==> src/rtl/chipper_ejector_pkg.sv <==
// Shared router constants: link direction indices, address layout and flit record.
package chipper_ejector_pkg;

    localparam int DIR_E    = 0;
    localparam int DIR_W    = 1;
    localparam int DIR_N    = 2;
    localparam int DIR_S    = 3;
    localparam int NUM_DIRS = 4;

    // Node address is {row[2:0], col[2:0]}
    localparam int ADDR_W  = 6;
    localparam int ROW_MSB = 5;
    localparam int ROW_LSB = 3;
    localparam int COL_MSB = 2;
    localparam int COL_LSB = 0;

    localparam int FLIT_DATA_W = 16;

    typedef struct packed {
        logic                   valid;
        logic [ADDR_W-1:0]      addr;
        logic [FLIT_DATA_W-1:0] data;
    } flit_t;

    function automatic logic [ADDR_W-1:0] node_addr(input logic [2:0] row, input logic [2:0] col);
        return {row, col};
    endfunction

endpackage

==> src/rtl/chipper_eject_fifo.sv <==
// Local ejection buffer: circular first-word-fall-through FIFO. Head reads as zero when empty.
module chipper_eject_fifo #(
    parameter int W     = 22,
    parameter int DEPTH = 4
) (
    input  logic                       clk,
    input  logic                       rst_n,
    input  logic                       push_i,
    input  logic                       pop_i,
    input  logic [W-1:0]               wdata_i,
    output logic [W-1:0]               rdata_o,
    output logic                       full_o,
    output logic                       empty_o,
    output logic [$clog2(DEPTH):0]     count_o
);

    localparam int PW = $clog2(DEPTH);
    localparam int CW = PW + 1;

    logic [W-1:0]  mem_q [DEPTH];
    logic [PW-1:0] wr_q, wr_d;
    logic [PW-1:0] rd_q, rd_d;
    logic [CW-1:0] count_q, count_d;
    logic          push_ok, pop_ok;

    assign full_o  = (count_q == CW'(DEPTH));
    assign empty_o = (count_q == '0);
    assign count_o = count_q;
    assign rdata_o = empty_o ? '0 : mem_q[rd_q];

    // A push into a full buffer is only taken when the head leaves in the same cycle
    assign pop_ok  = pop_i && !empty_o;
    assign push_ok = push_i && (!full_o || pop_ok);

    // Next-state pointers and occupancy; power-of-two depth lets pointers wrap naturally
    always_comb begin
        wr_d    = wr_q + PW'(push_ok);
        rd_d    = rd_q + PW'(pop_ok);
        count_d = count_q + CW'(push_ok) - CW'(pop_ok);
    end

    // Storage array carries no reset; stale entries are unreachable once pointers clear
    always_ff @(posedge clk) begin
        if (push_ok) mem_q[wr_q] <= wdata_i;
    end

    // Pointer and occupancy registers
    always_ff @(posedge clk) begin
        if (!rst_n) begin
            wr_q    <= '0;
            rd_q    <= '0;
            count_q <= '0;
        end else begin
            wr_q    <= wr_d;
            rd_q    <= rd_d;
            count_q <= count_d;
        end
    end

endmodule

==> src/rtl/chipper_ejector.sv <==
// Ejection stage: removes at most one flit addressed to this node per cycle (round-robin
// among competing links), buffers it for the core, and registers all other link traffic.
module chipper_ejector
    import chipper_ejector_pkg::*;
#(
    parameter logic [2:0] LOCAL_ROW  = 3'd4,
    parameter logic [2:0] LOCAL_COL  = 3'd4,
    parameter int         DATA_W     = 16,
    parameter int         FIFO_DEPTH = 4
) (
    input  logic                                clk,
    input  logic                                rst_n,
    input  logic [NUM_DIRS-1:0]                 in_valid,
    input  logic [NUM_DIRS-1:0][ADDR_W-1:0]     in_addr,
    input  logic [NUM_DIRS-1:0][DATA_W-1:0]     in_data,
    output logic [NUM_DIRS-1:0]                 out_valid,
    output logic [NUM_DIRS-1:0][ADDR_W-1:0]     out_addr,
    output logic [NUM_DIRS-1:0][DATA_W-1:0]     out_data,
    output logic                                local_valid,
    output logic [ADDR_W-1:0]                   local_addr,
    output logic [DATA_W-1:0]                   local_data,
    input  logic                                local_ready,
    output logic                                eject_defl
);

    localparam logic [ADDR_W-1:0] LOCAL_ADDR = node_addr(LOCAL_ROW, LOCAL_COL);
    localparam int                ENTRY_W    = ADDR_W + DATA_W;
    localparam int                CNT_W      = $clog2(FIFO_DEPTH) + 1;

    logic [NUM_DIRS-1:0]             hit;
    logic                            pop, can_push;
    logic                            found, grant_vld;
    logic [1:0]                      scan_idx, grant_idx;
    logic [NUM_DIRS-1:0]             grant_oh;

    logic [1:0]                      rr_q, rr_d;
    logic [NUM_DIRS-1:0]             out_valid_q, out_valid_d;
    logic [NUM_DIRS-1:0][ADDR_W-1:0] out_addr_q, out_addr_d;
    logic [NUM_DIRS-1:0][DATA_W-1:0] out_data_q, out_data_d;
    logic                            defl_q, defl_d;

    logic [ENTRY_W-1:0]              fifo_wdata, fifo_rdata;
    logic                            fifo_full, fifo_empty;
    logic [CNT_W-1:0]                fifo_count;

    assign local_valid = !fifo_empty;
    assign {local_addr, local_data} = fifo_rdata;
    assign pop        = local_valid && local_ready;
    assign can_push   = (fifo_count < CNT_W'(FIFO_DEPTH)) || pop;

    assign out_valid  = out_valid_q;
    assign out_addr   = out_addr_q;
    assign out_data   = out_data_q;
    assign eject_defl = defl_q;

    // Local match per link; invalid links never match
    always_comb begin
        for (int i = 0; i < NUM_DIRS; i++) begin
            hit[i] = in_valid[i] && (in_addr[i] == LOCAL_ADDR);
        end
    end

    // Round-robin scan from rr; the first hit wins only if the buffer can take it
    always_comb begin
        found     = 1'b0;
        grant_idx = rr_q;
        scan_idx  = rr_q;
        for (int k = 0; k < NUM_DIRS; k++) begin
            scan_idx = rr_q + 2'(k);
            if (!found && hit[scan_idx]) begin
                found     = 1'b1;
                grant_idx = scan_idx;
            end
        end
        grant_vld  = found && can_push;
        grant_oh   = grant_vld ? (4'b0001 << grant_idx) : 4'b0000;
        fifo_wdata = {in_addr[grant_idx], in_data[grant_idx]};
    end

    // Pass-through next state: granted link is cleared, everything else (incl. deflected hits) copies
    always_comb begin
        out_valid_d = in_valid;
        out_addr_d  = in_addr;
        out_data_d  = in_data;
        if (grant_vld) begin
            out_valid_d[grant_idx] = 1'b0;
            out_addr_d[grant_idx]  = '0;
            out_data_d[grant_idx]  = '0;
        end
        rr_d   = grant_vld ? grant_idx + 2'd1 : rr_q;
        defl_d = |(hit & ~grant_oh);
    end

    // Link output registers, arbiter pointer and deflection flag
    always_ff @(posedge clk) begin
        if (!rst_n) begin
            out_valid_q <= '0;
            out_addr_q  <= '0;
            out_data_q  <= '0;
            rr_q        <= '0;
            defl_q      <= 1'b0;
        end else begin
            out_valid_q <= out_valid_d;
            out_addr_q  <= out_addr_d;
            out_data_q  <= out_data_d;
            rr_q        <= rr_d;
            defl_q      <= defl_d;
        end
    end

    chipper_eject_fifo #(
        .W     (ENTRY_W),
        .DEPTH (FIFO_DEPTH)
    ) u_fifo (
        .clk     (clk),
        .rst_n   (rst_n),
        .push_i  (grant_vld),
        .pop_i   (pop),
        .wdata_i (fifo_wdata),
        .rdata_o (fifo_rdata),
        .full_o  (fifo_full),
        .empty_o (fifo_empty),
        .count_o (fifo_count)
    );

    // Full flag and occupancy must agree
    a_full_count: assert property (@(posedge clk) disable iff (!rst_n)
        fifo_full == (fifo_count == CNT_W'(FIFO_DEPTH)));

endmodule

==> config.mk <==
export PLATFORM = sky130hd
export DESIGN_NAME = chipper_ejector
export DESIGN_NICKNAME = d
export VERILOG_FILES = /design/src/rtl/chipper_ejector_pkg.sv /design/src/rtl/chipper_eject_fifo.sv /design/src/rtl/chipper_ejector.sv
export SDC_FILE = /design/constraint.sdc
export NUM_CORES = 1
export LEC_CHECK = 0
export CORE_ASPECT_RATIO = 0.6
export CORE_UTILIZATION = 45
export DETAILED_ROUTE_END_ITERATION = 6
export GPL_TIMING_DRIVEN = 0
export PLACE_DENSITY = 0.83
export SYNTH_ARGS = -nofsm -noshare
export SYNTH_HDL_FRONTEND = slang
export SYNTH_SLANG_ARGS = --single-unit
==> constraint.sdc <==
create_clock -name clk -period 7.6 [get_ports clk]
set_clock_uncertainty 0.05 [all_clocks]
set_input_delay 1.14 -clock clk [delete_from_list [all_inputs] [get_ports clk]]
set_output_delay 1.14 -clock clk [all_outputs]
set_load 0.1 [all_outputs]
==> Yosys cells after proc, flatten, opt, wreduce, memory -nomap -nowiden <==
Memories as Yosys holds them, arrays and structs flattened. A register that Yosys moved wholly into a read port is not among the register bits.
Cells that the tools add are included.
{ "totals": {"reg_bits": 102, "ram_bits": 88, "inputBits": 95, "out_inout_bits": 116, "wordCells": 98, "n_memories": 1} }
{ "memory_table": {"columns": ["name", "depth", "word_bits", "read_ports", "rd_clocked_by_memory_dff", "write_ports", "line", "rtl"], "rows": [
  ["u_fifo.mem_q", 4, 22, 1, 1, 1, "chipper_eject_fifo.sv:20", "logic [W-1:0] mem_q [DEPTH];"]
]} }
{ "classes": {"n_addsub": 8, "n_lt_le_gt_ge": 7, "n_eq_ne": 5, "shift": 1, "n_mux": 33, "bitwise_logic": 8, "n_reduce_logical": 21} }
{ "ops": {"columns": ["operator", "n"], "rows": [
  ["AND 64 bit", 1],
  ["2-to-1 mux 64 bit", 1],
  ["NOT 64 bit", 1],
  ["binary-select mux 16 bit (select 2 bit)", 1],
  ["demux 16 bit (select 2 bit)", 1],
  ["2-to-1 mux 16 bit", 2],
  ["AND 24 bit", 1],
  ["equality test 6 bit, second input constant", 4],
  ["2-to-1 mux 24 bit", 1],
  ["NOT 24 bit", 1],
  ["2-to-1 mux 22 bit", 1],
  ["less-than comparator 2 x 3 -> 1 bit, second input constant", 5],
  ["binary-select mux 6 bit (select 2 bit)", 1],
  ["demux 6 bit (select 2 bit)", 1],
  ["logical AND 1 bit", 12],
  ["2-to-1 mux 6 bit", 2],
  ["2-to-1 mux 1 bit", 11],
  ["AND 4 bit", 2],
  ["binary-select mux 1 bit (select 2 bit)", 4],
  ["2-to-1 mux 2 bit", 4],
  ["2-to-1 mux 4 bit", 2],
  ["NOT 4 bit", 2],
  ["zero test 1 bit", 5],
  ["adder 2 x 1 -> 2 bit", 2],
  ["12 further kinds", 15]
]} }

==> Logic depth before layout (Yosys ltp) <==
{ "depth": {"word_depth": 21, "depth_mapped": 10, "ltp_nobuf": 10} }

==> Modules after synthesis <==
From an unflattened synthesis, not the netlist that was laid out.
{ "unflattened": {"hier_cells": 499, "hier_area_um2": 7414.6} }
{ "by_module_without_submodules": {"columns": ["mod", "n_inst", "cells_each", "area_each_um2", "seq_area_each_um2"], "rows": [
  ["chipper_eject_fifo", 1, 175, 3779.9, 2782.7],
  ["chipper_ejector", 1, 324, 3634.7, 1901.8]
]} }

==> Worst setup path after synthesis <==
OpenSTA, ideal clock, no wires.
{ "synth_path": {"kind": "in2reg", "from": "input port in_addr[6] in the netlist's numbering", "to": "memory u_fifo.mem_q[0][0], enable pin", "setup_time_ns": 0.429, "t_arrival_ns": 3.750, "required_ns": 7.121, "path_slack_ns": 3.371, "path_stages": 5, "n_path_buf": 0, "cell_sequence": "or3_1 > or2_4 > nor2b_1 > a31o_2 > nor3_1"} }
{ "synth_between": {"elab_chain_cells": 18, "elab_cells_between_ends": 24, "cone_classes": "eq/ne: 1; mux: 14; reduce/logical: 9"} }
{ "synth_rtl": {"columns": ["item", "line", "rtl"], "rows": [
  ["from (decl)", "chipper_ejector.sv:14", "input logic [NUM_DIRS-1:0][ADDR_W-1:0] in_addr,"],
  ["equality test 6 bit *", "chipper_ejector.sv:59", "hit[i] = in_valid[i] && (in_addr[i] == LOCAL_ADDR);"],
  ["logical AND 1 bit *", "chipper_ejector.sv:59", null],
  ["binary-select mux 1 bit (select 2 bit)", "chipper_ejector.sv:70", "if (!found && hit[scan_idx]) begin"],
  ["2-to-1 mux 1 bit (implied by the code)", "chipper_ejector.sv:70", null],
  ["2-to-1 mux 1 bit", "chipper_ejector.sv:70", null],
  ["zero test 1 bit", "chipper_ejector.sv:70", null],
  ["logical AND 1 bit", "chipper_ejector.sv:70", null],
  ["2-to-1 mux 1 bit", "chipper_ejector.sv:70", null],
  ["(+2 left out)", null, null],
  ["2-to-1 mux 1 bit", "chipper_ejector.sv:70", null],
  ["zero test 1 bit", "chipper_ejector.sv:70", null],
  ["logical AND 1 bit", "chipper_ejector.sv:70", null],
  ["2-to-1 mux 1 bit *", "chipper_ejector.sv:70", null],
  ["logical AND 1 bit *", "chipper_ejector.sv:75", "grant_vld = found && can_push;"],
  ["logical AND 1 bit *", "chipper_eject_fifo.sv:33", "assign push_ok = push_i && (!full_o || pop_ok);"],
  ["2-to-1 mux 1 bit *", "chipper_eject_fifo.sv:44", "if (push_ok) mem_q[wr_q] <= wdata_i;"],
  ["2-to-1 mux 1 bit (implied by the code) *", "chipper_eject_fifo.sv:44", null],
  ["to (decl)", "chipper_eject_fifo.sv:20", null]
]} }
Mark *: on every way between the ends. The rest lies on a longest branch, timed or not. The select of a mux whose other input is x is not followed.

==> results.json <==
{
  "numCtsBuffers": 17,
  "crit_arrival_ns": 3.35,
  "crit_path_cell_trace": "buf_1 -> mux4_2 -> nor2b_1 -> clkdlybuf4s50_1",
  "synth_area_um2": 7170,
  "comb_power_share_pct": 41.0,
  "finalNonFillerCells": 928,
  "ant_nets": 0,
  "synth_nets": 579,
  "drt_iter0_markers": 322,
  "tritoncts": "yes",
  "finalSetupTns_ns": 0,
  "place_congestion": 0.895,
  "muxShareOfSynthArea_pct": 15.4,
  "crit_buf_inv": 2,
  "synth_compound_area_share_pct": 2.53,
  "antenna_found_initial": 0,
  "ir_drop_mv": 0.550,
  "max_clock_freq_mhz": 220,
  "maxCapViolCount": 0,
  "cts-htree-levels": 4,
  "drive_above_1_share_pct": 10.9,
  "crit_required_ns": 6.41,
  "syn_area_per_cell_um2": 15.0,
  "die_w_um": 165,
  "num_antenna_cells": 0,
  "synth_flop_cell": "dfxtp_1",
  "route.met3.wl_um": 1760,
  "die_area_um2": 16500,
  "drc": 0,
  "vias": 4819,
  "seq_area_frac_synth_pct": 65.3,
  "seq_power_share_pct": 34.1,
  "drv_slew": 0,
  "ys_warn_count": 0,
  "rrSetupSlack_ns": 4.43,
  "synth_top_area_cell": "edfxtp_1",
  "insertion_delay_ns": 0.42,
  "nNetsFinal": 812,
  "final_hold_viol_count": 0,
  "hp-class": "reg2reg",
  "synth_common_cells": "dfxtp_1 (102), and2_1 (96), edfxtp_1 (88)",
  "cts_setup_buffers": 0,
  "cts_root_buf": "clkbuf_16",
  "cts.sinks": 190,
  "place_inst": 896,
  "crit_fanout": 10,
  "rsz0062_at_grt": "false",
  "status": "finished, final reports clean",
  "synthSimpleGateAreaFrac_pct": 13.3,
  "synth_cell_types": 44,
  "intPower_mw": 1.91,
  "grtUsageTotal_pct": 24.1,
  "max_slew_margin_pct": 24.7,
  "synth-seq-cells": 190,
  "met2_wirelength_um": 8670,
  "synth.area.top_cells": "edfxtp_1 (37%), dfxtp_1 (28%), mux4_2 (9.1%)",
  "postCtsHoldBufs": 0,
  "start_util_pct": 46.4,
  "synth_most_common_cell": "dfxtp_1",
  "core_area_um2": 15500,
  "grt_overflow": 0,
  "hold_start": "u_fifo.wr_q[1]",
  "wl_met1_um": 8510,
  "highest_layer": "met4",
  "grt_pass1_wl_um": 28500,
  "syn_to_final_growth_pct": 41.3,
  "wirelength_um": 19200,
  "p_leak_nw": 3.55,
  "grt_pass1_vias": 5003,
  "startpoint": "u_fifo.rd_q[0]",
  "p_sw_share_pct": 42.6,
  "crit_type": "reg2out",
  "slowest_stage": "clkdlybuf4s50_1",
  "cpLargestDelayFamily": "buffers and inverters",
  "r2r_start": "u_fifo.count_o[1]",
  "worstSetupEndpointType": "output pin",
  "pwr-share-clk_pct": 24.9,
  "synth_top_family_by_area": "multiplexers",
  "clk_path_buf_depth": 2,
  "ios": 211,
  "switchingPower_mw": 1.42,
  "fill_cells": 1083,
  "synthAdderAreaFrac_pct": 0.977,
  "synthXorXnorAreaFrac_pct": 0.611,
  "grt_max_degree": 23,
  "crit_path_max_incr_delay_ns": 0.99,
  "cts.clk_slew.worst_paths_ns": 0.07,
  "synth-edff-count": 88,
  "cts_resized": 0,
  "fp-row-count": 35,
  "setup_viol": 0,
  "p_per_area_nw_per_um2": 329,
  "fin_crit_ns": 4.54,
  "viasPerCell": 5.19,
  "first_pass_iters": 5,
  "netlist_instances": 479,
  "die_h_um": 99.8,
  "worst_slew_pin_slew_ns": 1.13,
  "synthArstFlopShare_pct": 0,
  "port_buffers": 210,
  "dpl.hpwl_um": 14500,
  "post_drt_wl_per_cell_um": 20.6,
  "netlist.area_leader.share_pct": 36.9,
  "fin_crit_sh_pct": 59.7,
  "cp-start-kind": "register"
}
[registers in the layout, summed over array words and instances (netlist names)]
register / cells
out_data: 64
u_fifo.rd_q: 2
rr_q: 2
out_addr: 24
eject_defl: 1
out_valid: 4
u_fifo.wr_q: 2
u_fifo.count_o: 3
u_fifo.mem_q: 88
[cells in the final DEF, fill, tap and decap left out, types with 3 or more instances in the layout]
| cell type | n |
|---|---|
| clkdlybuf4s50_1 | 210 |
| dfxtp_1 | 102 |
| and2_1 | 96 |
| edfxtp_1 | 88 |
| mux2i_1 | 45 |
| mux4_2 | 29 |
| nor2b_1 | 26 |
| clkbuf_16 | 17 |
| clkbuf_1 | 11 |
| inv_1 | 9 |
| nor2_1 | 8 |
| nand2_1 | 6 |
| xnor2_1 | 5 |
| o21ai_0 | 5 |
| inv_6 | 5 |
| buf_1 | 4 |
| ha_1 | 4 |
| nor3_1 | 3 |
| a21oi_1 | 3 |
| buf_4 | 3 |
| buf_6 | 3 |
| buf_8 | 3 |
[worst register-to-register path: stages, from the launching register on]
cell and delay [ns]:
dfxtp_1 0.35, nor3_1 0.66, clkbuf_1 0.50, nor2b_1 0.15
ha_1 0.31, inv_1 0.04, ha_1 0.20, fa_1 0.37
xnor2_1 0.20, xnor2_1 0.15, nor2_1 0.06
[power groups by stage]
| stage | combinational, mW | clock, mW | sequential (mW) |
|---|---|---|---|
| floorplan | 0.833 | 0 | 1.35 |
| global placement | 1.36 | 0 | 1.16 |
| detailed placement | 1.37 | 0 | 1.16 |
| CTS | 1.38 | 0.841 | 1.14 |
| global route | 1.42 | 0.884 | 1.14 |
| finish | 1.37 | 0.829 | 1.14 |
[layer usage]
layer | GRT usage, % | vias up
met1 | 34.3 | 2349
met5 | 0 | -
met3 | 6.57 | 22
met4 | 6.49 | 0
met2 | 36.5 | 258
li1 | - | 2190
[layout make-up]
| class | count | area (um^2) | share of cell area (%) |
|---|---|---|---|
| Tap cell | 203 | 254 | 2.51 |
| Clock buffer | 20 | 437 | 4.31 |
| Clock inverter | 12 | 100 | 0.988 |
| Buffer | 19 | 100 | 0.988 |
| Inverter | 9 | 33.8 | 0.334 |
| Multi-Input combinational cell | 261 | 2360 | 23.3 |
| Timing Repair Buffer | 214 | 2160 | 21.3 |
| Sequential cell | 190 | 4680 | 46.3 |
[worst paths after layout]
check | to | cells after the start
setup reg to reg | u_fifo.count_o[2] | 10
hold / removal | u_fifo.wr_q[1] | 2
setup / recovery | local_data[15] | 4
hold reg to reg | u_fifo.wr_q[1] | 2
[per-stage QoR]
step | setup slack (ns) | total power, mW | utilization, % | instance area, um^2 | hold slack, ns
global route | 2.85 | 3.45 | 65.5 | 10100 | 0.584
floorplan | 3.37 | 2.18 | - | 7170 | 0.456
detailed placement | 2.98 | 2.53 | 62.0 | 9590 | 0.509
finish | 3.06 | 3.33 | 65.5 | 10100 | 0.547
CTS | 2.99 | 3.35 | 65.5 | 10100 | 0.541
global placement | 1.76 | 2.51 | 61.6 | 9530 | 0.475
[cell families (layout without fill, tap and decap cells)]
logic type,after synthesis,in the layout
AO/OA/AOI/OAI,22,22
XOR/XNOR,5,5
adder cells (fa/ha/maj),5,5
buffers and inverters,28,274
flip-flops,190,190
multiplexers,74,74
AND/OR/NAND/NOR,155,155
(Power assumes the default switching activity.)
